File: src/rtl/conv_pkg.sv
// Shared definitions for the K=3 convolutional encoder and its decoder:
// constraint length, default generator polynomials and frame FSM encoding.
package conv_pkg;

  localparam int K     = 3;
  localparam int CNT_W = 16;

  localparam logic [K-1:0] G0_DEFAULT = 3'b111;
  localparam logic [K-1:0] G1_DEFAULT = 3'b101;

  typedef enum logic [1:0] {
    ST_IDLE = 2'd0,
    ST_DATA = 2'd1,
    ST_TAIL = 2'd2
  } enc_state_t;

endpackage

File: src/rtl/conv_encoder.sv
// Rate-1/2, K=3 convolutional encoder with zero-tail frame termination and a
// single-register output slot under valid/ready flow control.
module conv_encoder
  import conv_pkg::*;
#(
  parameter int unsigned  FRAME_LEN = 8,
  parameter logic [K-1:0] G0        = G0_DEFAULT,
  parameter logic [K-1:0] G1        = G1_DEFAULT
) (
  input  logic       clk,
  input  logic       rst,
  input  logic       abort,
  input  logic       in_bit,
  input  logic       in_valid,
  output logic       in_ready,
  output logic [1:0] bit_pair,
  output logic       out_valid,
  input  logic       out_ready,
  output logic       sof,
  output logic       eof
);

  localparam logic [CNT_W-1:0] LAST_IDX = CNT_W'(FRAME_LEN - 1);

  // MSB of the generator taps the current input u, LSB the oldest bit s[0].
  function automatic logic tap_xor(input logic [K-1:0] g, input logic [K-1:0] v);
    return ^(g & v);
  endfunction

  enc_state_t       state_q, state_d;
  logic [K-2:0]     s_q, s_d;
  logic [CNT_W-1:0] cnt_q, cnt_d;
  logic             tail_q, tail_d;
  logic [1:0]       pair_q, pair_d;
  logic             valid_q, valid_d;
  logic             sof_q, sof_d;
  logic             eof_q, eof_d;
  logic             run_q;
  logic             slot_free, accept, emit, u;

  assign slot_free = !valid_q || out_ready;
  // run_q keeps in_ready low until the first edge after reset release.
  assign in_ready  = run_q && (state_q != ST_TAIL) && slot_free;
  assign accept    = in_valid && in_ready;

  assign bit_pair  = pair_q;
  assign out_valid = valid_q;
  assign sof       = sof_q;
  assign eof       = eof_q;

  always_comb begin
    // NOTE: every target gets a default first so no latch is inferred.
    state_d = state_q;
    s_d     = s_q;
    cnt_d   = cnt_q;
    tail_d  = tail_q;
    pair_d  = pair_q;
    valid_d = valid_q;
    sof_d   = sof_q;
    eof_d   = eof_q;
    emit    = 1'b0;
    u       = 1'b0;

    if (slot_free) valid_d = 1'b0;

    case (state_q)
      ST_IDLE, ST_DATA: begin
        if (accept) begin
          emit  = 1'b1;
          u     = in_bit;
          sof_d = (state_q == ST_IDLE);
          eof_d = 1'b0;
          if (cnt_q == LAST_IDX) begin
            cnt_d   = '0;
            tail_d  = 1'b0;
            state_d = ST_TAIL;
          end else begin
            cnt_d   = cnt_q + CNT_W'(1);
            state_d = ST_DATA;
          end
        end
      end
      ST_TAIL: begin
        // Flush two zeros so the trellis ends in state 00.
        if (slot_free) begin
          emit  = 1'b1;
          sof_d = 1'b0;
          eof_d = tail_q;
          if (tail_q) begin
            tail_d  = 1'b0;
            state_d = ST_IDLE;
          end else begin
            tail_d = 1'b1;
          end
        end
      end
      default: state_d = ST_IDLE;
    endcase

    if (emit) begin
      pair_d  = {tap_xor(G0, {u, s_q}), tap_xor(G1, {u, s_q})};
      s_d     = {u, s_q[K-2:1]};
      valid_d = 1'b1;
    end

    // Abort outranks any accept or tail generation in the same cycle.
    if (abort) begin
      state_d = ST_IDLE;
      s_d     = '0;
      cnt_d   = '0;
      tail_d  = 1'b0;
      valid_d = 1'b0;
      sof_d   = 1'b0;
      eof_d   = 1'b0;
    end
  end

  // NOTE: sequential state is assigned with <= so all registers sample together.
  always_ff @(posedge clk or negedge rst) begin
    if (!rst) begin
      state_q <= ST_IDLE;
      s_q     <= '0;
      cnt_q   <= '0;
      tail_q  <= 1'b0;
      pair_q  <= '0;
      valid_q <= 1'b0;
      sof_q   <= 1'b0;
      eof_q   <= 1'b0;
      run_q   <= 1'b0;
    end else begin
      state_q <= state_d;
      s_q     <= s_d;
      cnt_q   <= cnt_d;
      tail_q  <= tail_d;
      pair_q  <= pair_d;
      valid_q <= valid_d;
      sof_q   <= sof_d;
      eof_q   <= eof_d;
      run_q   <= 1'b1;
    end
  end

endmodule

File: config.mk
export PLATFORM = sky130hd
export DESIGN_NAME = conv_encoder
export DESIGN_NICKNAME = d
export VERILOG_FILES = /design/src/rtl/conv_pkg.sv /design/src/rtl/conv_encoder.sv
export SDC_FILE = /design/constraint.sdc
export NUM_CORES = 1
export LEC_CHECK = 0
export CAP_MARGIN = 20
export CORE_ASPECT_RATIO = 1.75
export CORE_MARGIN = 2
export CORE_UTILIZATION = 50
export DETAILED_ROUTE_END_ITERATION = 12
export PLACE_DENSITY = 0.68
export SLEW_MARGIN = 5
export SYNTH_ARGS = -nofsm -noshare
export SYNTH_HDL_FRONTEND = slang
export SYNTH_SLANG_ARGS = --single-unit
File: constraint.sdc
create_clock -name clk -period 4.35 [get_ports clk]
set_input_delay 0.87 -clock clk [delete_from_list [all_inputs] [get_ports clk]]
set_output_delay 0.87 -clock clk [all_outputs]
set_load 0.005 [all_outputs]
== Word level (Yosys, flattened, before mapping) ==
Cells that the tools add are included.

* Flip-flop bits (word level): 27

* Add/subtract/negate cells: 1
* Equality and inequality tests: 8
* Mux-type cells: 33
* Reduce and logical (&&, ||, !) cells: 18

{| class="wikitable"
|+ Operators with widths
! cell !! count
|-
| 16-bit 2-to-1 mux || 4
|-
| 1-bit 2-to-1 mux || 17
|-
| 16-bit by 1-bit adder with 16-bit output, second input constant || 1
|-
| 16-bit by 3-bit equality test with 1-bit output, second input constant || 1
|-
| 2-bit 2-to-1 mux || 7
|-
| 3-bit != test, second input constant || 4
|-
| 1-bit one-hot mux with 2 select lines || 4
|-
| 3-bit AND reduction || 2
|-
| 2-bit nonzero test || 3
|-
| 3-bit nonzero test || 2
|-
| 3-bit XOR reduction || 2
|-
| 2-bit one-hot mux with 2 select lines || 1
|-
| 4-bit AND reduction || 1
|-
| 1-bit logical AND || 3
|-
| 2-bit by 1-bit equality test with 1-bit output, second input constant || 1
|-
| 2-bit equality test, second input constant || 1
|-
| 2-bit zero test || 1
|-
| 2-bit != test, second input constant || 1
|-
| 2-bit AND reduction || 1
|-
| 2-bit OR reduction || 1
|-
| 1-bit zero test || 1
|-
| 1-bit logical OR || 1
|}

== Depth between registers and ports, before layout ==
Gate-level depths: netlist of run 1.

* Word-level depth: 8
* Mapped depth: 7

== Least setup slack after synthesis of run 1 ==
Ideal clock, no wire load.

* Path type: input -> output
* From: input out_ready
* To: output in_ready
* Arrival time: 1.444 ns
* Data required time: 3.480 ns
* Setup slack: 2.036 ns
* Stages on the path: 4
* Path through: nand2b_1 -> clkbuf_1 -> nand2_1 -> nor2_1

* Word-level cells in the longest chain between the ends: 2

{| class="wikitable"
|+ Ends and longest elaborated chain
! item !! line !! text
|-
| start, declared || conv_encoder.sv:18 || <nowiki>input logic out_ready,</nowiki>
|-
| 1-bit logical OR || conv_encoder.sv:41 || <nowiki>assign slot_free = !valid_q || out_ready;</nowiki>
|-
| 1-bit logical AND || conv_encoder.sv:43 || <nowiki>assign in_ready = run_q && (state_q != ST_TAIL) && slot_free;</nowiki>
|-
| end, declared || conv_encoder.sv:15 || <nowiki>output logic in_ready,</nowiki>
|}

Every way passes these cells.

== Worst setup path in the final report of run 1 ==
Ends and elaborated chain as after synthesis.

==> results by group, run 1 <==
Routing
  • Met3 WL post-DR: 98 um
  • Iter 0 DRT Violations: 38
  • DR pass1 iterations: 4
  • WL met1: 1340 um
  • Wire length on met2: 1730 um
  • Top routing layer used: met4
  • WL final: 3230 um
  • Post-route ant nets: 0
  • Vias/cell: 6.49
  • Wire length per cell: 16.8 um
  • Routed vias: 1,246
  • DRC viols: 0

Critical path
  • CP Data Required Time: 3.48 ns
  • R2R Path End: cnt_q[8]
  • Worst r2r path cells: 4
  • Worst Setup EP: in_ready
  • Crit path from: out_ready
  • Startpoint types: input pin
  • Crit. End Element: output pin
  • Worst R2R Setup Slack: 2.02 ns
  • Worst Path Max Fanout: 13
  • Worst R2R Start: cnt_q[5]
  • CP Class: input pin to output pin
  • Worst path arrival time: 2.36 ns

Yosys
  • Syn_nets: 165
  • Post-synthesis adder-cell area fraction: 0.824%
  • Post-Synth XOR/XNOR Area: 2.14%
  • Syn avg cell area: 9.61 um^2
  • Seq cells post-synth: 27
  • Mapped Area: 1520 um^2
  • Compound-gate portion of the synthesized area: 20.3%
  • Syn. warnings: 0
  • Synth unique cells: 46
  • Proportion of synthesized area in mux cells: 1.32%
  • Largest family of logic cells by synthesized area: simple AND/OR/NAND/NOR gates
  • Mapped Cells: 158
  • Simple-gate share of the synthesized area: 25.6%
  • Post-synthesis sequential area ratio: 44.5%

Pwr
  • Power Internal: 0.000345 W
  • Worst vdd ir: 0.000182 V
  • LEAKAGE: 0.690 nW
  • Clock power share: 31.9%
  • Switch share: 24.4%
  • Combinational power share: 10.5%
  • Sequential fraction of design power: 57.6%
  • Tot Pwr: 0.000457 W
  • PD cells: 275 nW/um^2
  • Sw power: 0.000112 W

Clocking
  • H-tree levels: 1
  • Clock Sinks: 27
  • Clock buffer count from CTS: 3
  • Post-CTS setup buffers: 0
  • Worst-Skew Late Latency: 0.27 ns
  • Clk buf depth: 2
  • Hold buffer count at CTS: 0
  • CTS tree: done
  • Post-cts repair resize count: 0
  • Worst-path clk slew: 0.09 ns
  • CTS Root Cell: clkbuf_8

STA
  • Unrepaired setup endpoints after global routing: no
  • Least-Margin Pin Slew: 0.690 ns
  • Fin crit share: 74.2%
  • Fmax achieved: 0.310 GHz
  • Final setup vio count: 0
  • Post-route minimum period: 3.23 ns
  • Max Clock Skew: 0.00346 ns
  • Setup TNS: 0 ns
  • Final hold vios: 0
  • Max-slew headroom: 53.9%
  • Max Slew Vio Count: 0

GRT
  • Antenna violations before repair: 0
  • Largest net degree at the start of global routing: 28
  • Number of global-route vias before repair: 1,170
  • Grt total ovfl: 0
  • First-pass GRT wire length: 5260 um
  • Tot GR Track Use: 20.4%

Layout
  • Share of layout cells above drive strength 1: 6.71%
  • Non-Filler Instances: 192
  • Nets: 172
  • Layout area overhead: 9.39%
  • Filler cell count: 258
  • Ant. Diodes: 0

Floorplan
  • Placeable Area: 2900 um^2
  • Die Span Y: 76.9 um
  • IO Pins: 12
  • Row count: 26
  • Initial core utilization: 52.5%
  • Die area: 3510 um^2
  • Chip Width: 45.7 um

Worst hold path
  • Worst hold path startpoint: bit_pair[1]
  • Hold Crit Class: register to register

Place
  • DP HPWL: 2210 um
  • DP Cell Count: 188
  • Final GP Congestion: 0.797
  • Port buffer count: 11

Outcome
  • Status: finished, final reports clean

Run
  • Max-cap violation count: 0
registers in the layout, indices dropped and copies added (netlist names):
signal / count
bit_pair: 2
cnt_q: 16
s_q: 2
state_q: 2
out_valid: 1
run_q: 1
eof: 1
tail_q: 1
sof: 1
how the worst min path moves through the flow:
stage             endpoint  cells past startpoint
2_1_floorplan  bit_pair[0]                      2
3_3_place_gp   bit_pair[0]                      2
3_5_place_dp   bit_pair[0]                      2
4_1_cts        bit_pair[0]                      2
5_1_grt        bit_pair[1]                      2
6_report       bit_pair[1]                      2
final cells by class:
| type | instances | area (um^2) | area share, % |
|---|---|---|---|
| sequential | 27 | 676 | 40.7 |
| multi-input combinational | 116 | 766 | 46.1 |
| inverter | 4 | 15.0 | 0.904 |
| tap | 28 | 35.0 | 2.11 |
| timing repair buffer | 13 | 125 | 7.53 |
| clock buffer | 4 | 45.0 | 2.71 |
cells in the mapped netlist, drive strengths merged:
master / n / area (um^2)
dfrtp: 27 / 676
a21oi: 15 / 75.1
nand2: 13 / 48.8
o21ai: 10 / 50.0
or4: 9 / 71.3
clkbuf: 7 / 30.0
nand3: 7 / 35.0
o31ai: 7 / 52.6
buf: 4 / 32.5
inv: 4 / 15.0
nand4: 4 / 25.0
or3: 4 / 26.3
a21o: 3 / 22.5
a22o: 3 / 26.3
and4: 3 / 26.3
nand2b: 3 / 18.8
nand3b: 3 / 22.5
nor2: 3 / 11.3
nor2b: 3 / 18.8
nor3: 3 / 15.0
and3: 2 / 12.5
mux2i: 2 / 20.0
nor4: 2 / 27.5
a2111oi: 1 / 8.76
a211oi: 1 / 12.5
a21boi: 1 / 7.51
a221o: 1 / 10.0
a31o: 1 / 8.76
a31oi: 1 / 6.26
and2: 1 / 6.26
and3b: 1 / 8.76
conb: 1 / 3.75
ha: 1 / 12.5
nand4b: 1 / 8.76
o211a: 1 / 10.0
o21bai: 1 / 7.51
o32a: 1 / 10.0
or2: 1 / 6.26
xor2: 1 / 8.76
xor3: 1 / 23.8
metrics by stage:
stage          setup slack (ns)  instance area, um^2  utilization (%)  hold WS, ns
2_1_floorplan              2.04                 1520                -        0.473
3_3_place_gp               1.16                 1620             55.8        0.464
3_5_place_dp               1.13                 1620             55.8        0.478
4_1_cts                    1.11                 1660             57.4        0.499
5_1_grt                    1.02                 1660             57.4        0.544
6_report                   1.12                 1660             57.4        0.495
metal layers:
layer	GRT usage, %	up-vias
li1	-	601
met3	3.06	5
met5	0	-
met4	9.12	0
met1	25.4	612
met2	33.1	28
worst max-delay path, cell delays in order:
cell and delay, ns:
clkdlybuf4s50_1 0.45, nand2b_1 0.35, nand2_1 0.10, nor2_1 0.09, clkdlybuf4s50_1 0.50
logic make-up (layout without fill, tap and decap cells):
group / Yosys count / in the layout
buf+inv: 15 / 21
xor+xnor: 2 / 2
other cells: 1 / 1
compound gates: 47 / 47
fa+ha+maj: 1 / 1
flops: 27 / 27
mux: 2 / 2
simple gates: 63 / 63
power by group through the flow:
stage | Combinational, W | Sequential, W | Clock (W)
finish | 0.0000479 | 0.000263 | 0.000146
global route | 0.0000538 | 0.000264 | 0.000158
CTS | 0.0000488 | 0.000263 | 0.000148
detailed placement | 0.0000486 | 0.000268 | 0
global placement | 0.0000481 | 0.000268 | 0
floorplan | 0.0000254 | 0.000267 | 0
cell usage in the layout, fill, tap and decap left out, drive strengths merged, types with 2 or more instances in the layout:
cell type      synthesis  final
nor4                   2      2
nand2b                 3      3
nand3                  7      7
nor2b                  3      3
o31ai                  7      7
inv                    4      4
buf                    4      2
o21ai                 10     10
nand3b                 3      3
a21o                   3      3
nand2                 13     13
nor3                   3      3
dfrtp                 27     27
a22o                   3      3
and3                   2      2
or4                    9      9
mux2i                  2      2
clkbuf                 7      4
or3                    4      4
nor2                   3      3
and4                   3      3
clkdlybuf4s50          0     11
nand4                  4      4
a21oi                 15     15
Note: power is estimated with default switching activity, not from simulation.
==> run 2, diff against run 1 <==
Clock period 4.35 ns to 3.2 ns, I/O delays scaled along.
==> results by group, run 2 (synthesis gave the netlist of run 1 again) <==
GRT
  • Most Crowded Layer GR: met2 (unchanged)
  • Met1 usage: 26.0% (was 25.4%)
  • First-pass GRT wire length: 5600 um (was 5260 um)
  • Antenna violations before repair: 0 (unchanged)
  • Grt met3 use: 2.82% (was 3.06%)
  • Number of global-route vias before repair: 1,249 (was 1,170)
  • Met2 Resource Use GR: 35.4% (was 33.1%)
  • Largest net degree at the start of global routing: 28 (unchanged)
  • Tot GR Track Use: 21.0% (was 20.4%)
  • Grt total ovfl: 0 (unchanged)

Pwr
  • Combinational power share: 10.9% (was 10.5%)
  • Clock power share: 31.1% (was 31.9%)
  • Power Internal: 0.000468 W (was 0.000345 W)
  • Sw power: 0.000148 W (was 0.000112 W)
  • PD cells: 368 nW/um^2 (was 275 nW/um^2)
  • Sequential fraction of design power: 58.0% (was 57.6%)
  • LEAKAGE: 0.702 nW (was 0.690 nW)
  • Worst vdd ir: 0.000249 V (was 0.000182 V)
  • Switch share: 24.1% (was 24.4%)

STA
  • Max-slew headroom: 57.2% (was 53.9%)
  • Setup TNS: 0 ns (unchanged)
  • Final hold vios: 0 (unchanged)
  • Hold_ws: 0.494 ns (was 0.495 ns)
  • Post-route minimum period: 2.59 ns
  • Unrepaired setup endpoints after global routing: no (unchanged)
  • Fmax achieved: 0.387 GHz
  • Fin crit share: 80.8%
  • Max Clock Skew: 0.00362 ns (was 0.00346 ns)
  • Least-Margin Pin Slew: 0.637 ns (was 0.690 ns)
  • Final setup vio count: 0 (unchanged)
  • Max Slew Vio Count: 0 (unchanged)

Clocking
  • CTS Root Cell: clkbuf_8 (unchanged)
  • CTS tree: done (unchanged)
  • H-tree levels: 1 (unchanged)
  • Clk buf depth: 2 (unchanged)
  • Worst-Skew Late Latency: 0.27 ns (about the same)
  • Clock buffer count from CTS: 3 (unchanged)
  • Post-cts repair resize count: 0 (unchanged)
  • Worst-path clk slew: 0.09 ns (about the same)
  • Post-CTS setup buffers: 0 (unchanged)
  • Hold buffer count at CTS: 0 (unchanged)
  • Clock Sinks: 27 (unchanged)

Layout
  • Commonest non-fill, non-tap cell in the layout: dfrtp_1 (unchanged)
  • Final core utilization: 58.0% (was 57.4%)
  • Largest register by flop count: cnt_q (unchanged)
  • Ant. Diodes: 0 (unchanged)
  • Share of layout cells above drive strength 1: 8.43% (was 6.71%)
  • Commonest cells after routing, fill and taps aside: dfrtp_1, a21oi_1, nand2_1, clkdlybuf4s50_1, o21ai_0 (unchanged)
  • Layout area overhead: 10.5% (was 9.39%)
  • Non-Filler Instances: 194 (was 192)
  • Max FFs per register: 16 (unchanged)
  • Nets: 174 (was 172)

Critical path
  • Crit path from: out_ready (unchanged)
  • R2R Path End: cnt_q[14] (was cnt_q[8])
  • Worst R2R Start: cnt_q[5] (unchanged)
  • Crit. End Element: output pin (unchanged)
  • CP Data Required Time: 2.56 ns (was 3.48 ns)
  • Startpoint types: input pin (unchanged)
  • Worst r2r path cells: 4 (unchanged)
  • Worst R2R Setup Slack: 0.90 ns (was 2.02 ns)
  • Worst path arrival time: 1.95 ns (was 2.36 ns)
  • CP Class: input pin to output pin (unchanged)
  • Worst Path Max Fanout: 6 (was 13)

Worst hold path
  • Hold path depth: 2 (unchanged)
  • Hold endpoint: bit_pair[0] (was bit_pair[1])
  • Worst hold path startpoint: bit_pair[0] (was bit_pair[1])
  • Hold Crit Class: register to register (unchanged)

Place
  • Port buffer count: 11 (unchanged)
  • Final GP Congestion: 0.798 (was 0.797)
  • DP Cell Count: 190 (was 188)
  • DP HPWL: 2310 um (was 2210 um)

Floorplan
  • Die area: 3510 um^2 (unchanged)
  • IO Pins: 12 (unchanged)
  • Row count: 26 (unchanged)
  • Die Span Y: 76.9 um (unchanged)
  • Initial core utilization: 52.5% (unchanged)
  • Placeable Area: 2900 um^2 (unchanged)
  • Chip Width: 45.7 um (unchanged)

Routing
  • Post-route ant nets: 0 (unchanged)
  • Wire length per cell: 16.6 um (was 16.8 um)
  • Iter 0 DRT Violations: 72 (was 38)
  • Routed vias: 1,260 (was 1,246)
  • WL final: 3220 um (was 3230 um)
  • DR pass1 iterations: 4 (unchanged)
  • DRC viols: 0 (unchanged)
  • Vias/cell: 6.49 (about the same)

Outcome
  • Status: finished, final reports clean (unchanged)

Run
  • Max-cap violation count: 0 (unchanged)
-- run 2: cell count changes in the layout (fill, tap and decap cells not counted), sizes merged --
cell,previous run,this run
buf,2,4
clkbuf,4,3
clkinv,0,1
-- run 2: worst max path at each step --
stage / endpoint / cells after the start / slack (ns)
2_1_floorplan: cnt_q[8] / 6 / 1.27
3_3_place_gp: in_ready / 5 / 0.61
3_5_place_dp: in_ready / 5 / 0.62
4_1_cts: in_ready / 5 / 0.61
5_1_grt: in_ready / 5 / 0.52
6_report: in_ready / 5 / 0.61
-- run 2: worst max-delay path: stages --
cell	delay, ns
clkdlybuf4s50_1	0.44
nand2b_1	0.20
nand2_1	0.08
nor2_1	0.09
clkdlybuf4s50_1	0.50
-- run 2: through the flow --
step	area, um^2	worst slack (ns)	power, W
2_1_floorplan	1520	1.27	0.000398
3_3_place_gp	1630	0.608	0.000431
3_5_place_dp	1630	0.620	0.000433
4_1_cts	1680	0.610	0.000625
5_1_grt	1680	0.516	0.000646
6_report	1680	0.614	0.000617
-- run 2: area by class of cell --
cell class	instances	area, um^2
fill	261	1220
multi-input combinational	116	766
sequential	27	676
timing repair buffer	15	140
clock buffer	3	41.3
tap	28	35.0
inverter	4	15.0
clock inverter	1	5.00
-- run 2: layer usage --
layer / wire length, um / up-vias / share of wire [%]
li1: - / 607 / -
met1: 1330 / 625 / 41
met2: 1760 / 22 / 55
met3: 72 / 6 / 2.2
met4: 61 / 0 / 1.9
met5: 0 / - / 0
-- run 2: power groups by stage --
stage / combinational (W) / clock, W / sequential (W)
finish: 0.0000674 / 0.000192 / 0.000358
global route: 0.0000761 / 0.000211 / 0.000359
CTS: 0.0000687 / 0.000199 / 0.000358
detailed placement: 0.0000681 / 0 / 0.000365
global placement: 0.0000669 / 0 / 0.000364
floorplan: 0.0000345 / 0 / 0.000364
==> variant 1, RTL diff (config.mk and constraints of run 2) <==
Set the package constant `K` to 6 (it was 3). Comments in the files are not updated.
--- a/src/rtl/conv_pkg.sv
+++ b/src/rtl/conv_pkg.sv
@@ -3,5 +3,5 @@
 package conv_pkg;
 
-  localparam int K     = 3;
+  localparam int K     = 6;
   localparam int CNT_W = 16;
 
Function: changed (Yosys sat finds a counterexample within 4 cycles, from zero or initial values and one cycle with rst low).
==> variant 1 against run 2 <==
Hold slack better by 28 ps; power is 50% higher; cell area is 3.9% higher; routed wire length is 5.3% lower; clock power is 150% higher; sequential cell count is 3 higher; area after synthesis is 3.0% lower; sequential power is 10% higher; fmax is 3.5% lower; clock skew is 4.1 ps higher; worst setup slack worse by 94 ps; non-clock buffer count is 2 lower; sequential share of layout area is 2.8 points higher; core utilization is 2.9 points higher; largest power group is now the clock network; highest routed layer unchanged.
==> variant 1: results (changes against run 2) <==
Power and ir drop
  • P per Cell Area: 531.7 nW/um^2 (+45%)
  • Power Sequential: 394 uW (+10%)
  • Peak supply drop: 0.0006813 V (+170%)
  • Clock Power: 474 uW (+150%)
  • Static Leak: 0.0007100 uW (+1.1%)

Layout
  • Share of cells above drive strength 1: 7.471% (-0.96 points)
  • Final #Nets: 180 (+3.4%)

Placed design
  • Pre-CTS setup slack: 518.1 ps (-101.6 ps)
  • Placed Cells: 194 (+2.1%)

STA
  • Clk_skew: 7.765 ps (+4.150 ps)
  • Hold slack: 521.9 ps (+28.07 ps)

Synthesis
  • Seq/Total Area, Yosys: 50.98% (+6.5 points)
  • Post-Syn Nets: 166 (+0.61%)
  • Synth area leaders: dfrtp_1, nor2_1, xnor2_1
  • Syn Area/Cell: 9.262 sq um (-3.7%)

Detailed routing
  • Wire length on met3: 106 microns (+47%)
  • Routed WL per cell: 15.12 microns (-9.0%)
  • DRT Wirelength: 3.054 mm (-5.3%)
  • 1st-iter DRT viols: 27 (-63%)
  • Met1 wire length: 1.175 mm (-11%)

Critical path
  • Worst reg2reg path startpoint: cnt_q[0]$_DFFE_PN0P_
  • Critical path peak fanout: 7 (+1)
  • Reg-to-reg endpoint: cnt_q[9]$_DFFE_PN0P_
  • Critical Path AT: 2040 ps (+90 ps)
  • Reg-to-reg slack, setup: 1430 ps (+530 ps)
  • R2R depth: 6 (+2)

Global routing
  • GRT Overall Usage: 21.62% (+0.60 points)
  • Met1 Use GR: 21.56% (-4.5 points)
  • Vias in the first global route: 1213 (-2.9%)
  • M2 GR Usage: 38.57% (+3.2 points)

Run status
  • Status: complete, no violations

Clock network
  • H-tree levels: 2 (+1)
  • Clock-pin slew on the worst setup and hold paths: 70 ps (-20 ps)
variant 1: cell count changes in the layout (fill, tap and decap cells not counted), moves of 3 or more:
cell	delta
a21o_1	-3
a22o_1	-3
clkbuf_8	+3
dfrtp_1	+3
inv_1	-3
nand2_1	+8
nor2_1	+23
nor4_1	+6
o21ai_0	-7
o31ai_1	-7
or3_1	-3
or4_1	-7
xnor2_1	+10
xor2_1	+4
variant 1: cell type report:
type	count	area (sq um)
fill	257	1120
sequential	30	750.7
multi-input combinational	122	685.7
timing repair buffer	13	125.1
clock buffer	6	82.58
clock inverter	2	60.06
tap	28	35.03
inverter	1	3.754
variant 1: logic make-up after synthesis:
group / count (synthesis) / synth area share, %
AOI/OAI and AO/OA: 22 / 8.921
xor gates and xnor gates: 15 / 8.921
adders and majority gates: 1 / 0.8495
buffers and inverters: 7 / 2.464
DFF: 30 / 50.98
other: 1 / 0.2546
and+or+nand+nor: 83 / 27.61
==> variant 2, RTL diff (config.mk and constraints of run 2) <==
Without the edit above. The 3 states of `enc_state_t` get a one-hot encoding in 3 bits.
--- a/src/rtl/conv_pkg.sv
+++ b/src/rtl/conv_pkg.sv
@@ -9,8 +9,8 @@
   localparam logic [K-1:0] G1_DEFAULT = 3'b101;
 
-  typedef enum logic [1:0] {
-    ST_IDLE = 2'd0,
-    ST_DATA = 2'd1,
-    ST_TAIL = 2'd2
+  typedef enum logic [2:0] {
+    ST_IDLE = 3'b001,
+    ST_DATA = 3'b010,
+    ST_TAIL = 3'b100
   } enc_state_t;
 
Behaviour: no difference found for any inputs over 10 cycles, from zero or initial values and one cycle with rst low; not proved beyond that.
==> variant 2 against run 2 <==
Cell area rose by 12%; routed wire length rose by 23%; via count is 20% higher; worst setup slack worse by 130 ps; area after synthesis rose by 13%; fmax down 4.8%; sequential cell count grew 1.
Power is not compared: it rests on default switching activity, and its combinational part moved more than twofold at a synthesized area within 25%.
==> variant 2: results (changes against run 2) <==
Synthesis
  • Post-synthesis cell count: 186 (+18%)
  • Most instantiated cells after synthesis: dfrtp_1, nand2_1, nand3_1
  • Synth area leaders: dfrtp_1, nand3_1, a31oi_1
  • Seq/Total Area, Yosys: 40.86% (-3.6 points)
  • Yosys cell types: 52 (+13%)

Placed design
  • Number of port buffers: 11 (unchanged)
  • Detailed placement HPWL: 2.873 mm (+25%)
  • Placed Cells: 231 (+22%)
  • Final Wtd Congestion: 0.9139 (+15%)

Flow run
  • Max-cap violations: 0 (unchanged)

STA
  • Slew Limit Headroom: 45.64% (-12 points)
  • Clk_skew: 0.7856 ps (-2.830 ps)

Critical path
  • End of the critical path: in_ready
  • Reg-to-reg endpoint: cnt_q[13]$_DFFE_PN0P_
  • Critical path peak fanout: 8 (+2)
  • Reg-to-reg slack, setup: 930 ps (+30 ps)
  • Critical Path AT: 2080 ps (+130 ps)

Detailed routing
  • Routed WL per cell: 16.90 microns (+1.7%)
  • Wire length on met3: 161 microns (+120%)
  • Met1 wire length: 1.544 mm (+16%)
  • DRT Wirelength: 3.971 mm (+23%)
  • Routed wl met2: 2.160 mm (+22%)

Clock network
  • Worst-Skew Late Latency: 270 ps (about the same)
  • H-tree levels: 1 (unchanged)

Layout
  • Final #Nets: 198 (+14%)
  • Fill cells: 301 (+15%)
  • Diode count: 0 (unchanged)

Power and ir drop
  • Static Leak: 0.0007206 uW

Global routing
  • Largest net degree at the start of global routing: 29 (+3.6%)
  • Vias in the first global route: 1508 (+21%)
  • GRT Overall Usage: 21.91% (+0.89 points)
  • First-pass GRT wire length: 6.858 mm (+23%)

Min path
  • Hold path startpoint: cnt_q[15]$_DFFE_PN0P_

Run status
  • Status: complete, no violations
## variant 2: worst reg2reg max path, cell delays in order (launching register included)
cell	delay, ps
dfstp_2	670
xnor2_4	150
o41ai_4	750
nand2_2	300
o41ai_1	290
## variant 2: layout make-up
class	count	area [sq um]	share of cell area [%]
Tap cell	45	56.30	3.006
Multi-Input combinational cell	138	918.4	49.03
Inverter	7	26.28	1.403
Clock buffer	4	45.04	2.405
Timing Repair Buffer	13	125.1	6.680
Sequential cell	28	701.9	37.47
## variant 2: logic make-up (layout without fill, tap and decap cells)
family / count (synthesis) / after routing / synth area share, %
buffers and inverters: 20 / 24 / 5.681
xor gates and xnor gates: 3 / 3 / 2.622
DFF: 28 / 28 / 40.86
adders and majority gates: 1 / 1 / 0.7282
and+or+nand+nor: 77 / 77 / 25.13
AOI/OAI and AO/OA: 55 / 55 / 24.18
other: 1 / 1 / 0.2183
muxes: 1 / 1 / 0.5827
## variant 2: report_power, final
group / switching [uW] / internal (uW)
clock: 109 / 89.4
sequential: 28.6 / 378
combinational: 71.9 / 73.7
total: 210 / 541
## variant 2: worst min-delay path by stage
stage,to,slack [ps],cells after the start
final,cnt_q[15]$_DFFE_PN0P_,510,1
after global routing,cnt_q[15]$_DFFE_PN0P_,550,1
after CTS,cnt_q[15]$_DFFE_PN0P_,510,1
after detailed placement,cnt_q[15]$_DFFE_PN0P_,490,1
after global placement,cnt_q[15]$_DFFE_PN0P_,490,1
after floorplan,bit_pair[0]$_DFFE_PN0P_,340,0
## variant 2: through the flow
stage / utilization, % / hold slack, ps / instance area (sq um) / worst slack, ps
3_3_place_gp: 54.92 / 491.6 / 1828 / 520.0
4_1_cts: 56.28 / 508.7 / 1873 / 471.8
6_report: 56.28 / 507.7 / 1873 / 484.2
2_1_floorplan: - / 344.4 / 1718 / 1346
3_5_place_dp: 54.92 / 490.1 / 1828 / 478.0
5_1_grt: 56.28 / 554.0 / 1873 / 399.3
## variant 2: routing by layer
metal  global-route usage (%)  vias up
li1                         -      723
met1                    24.68      730
met2                    40.97       52
met3                    2.182       10
met4                    11.43        0
met5                        0        -
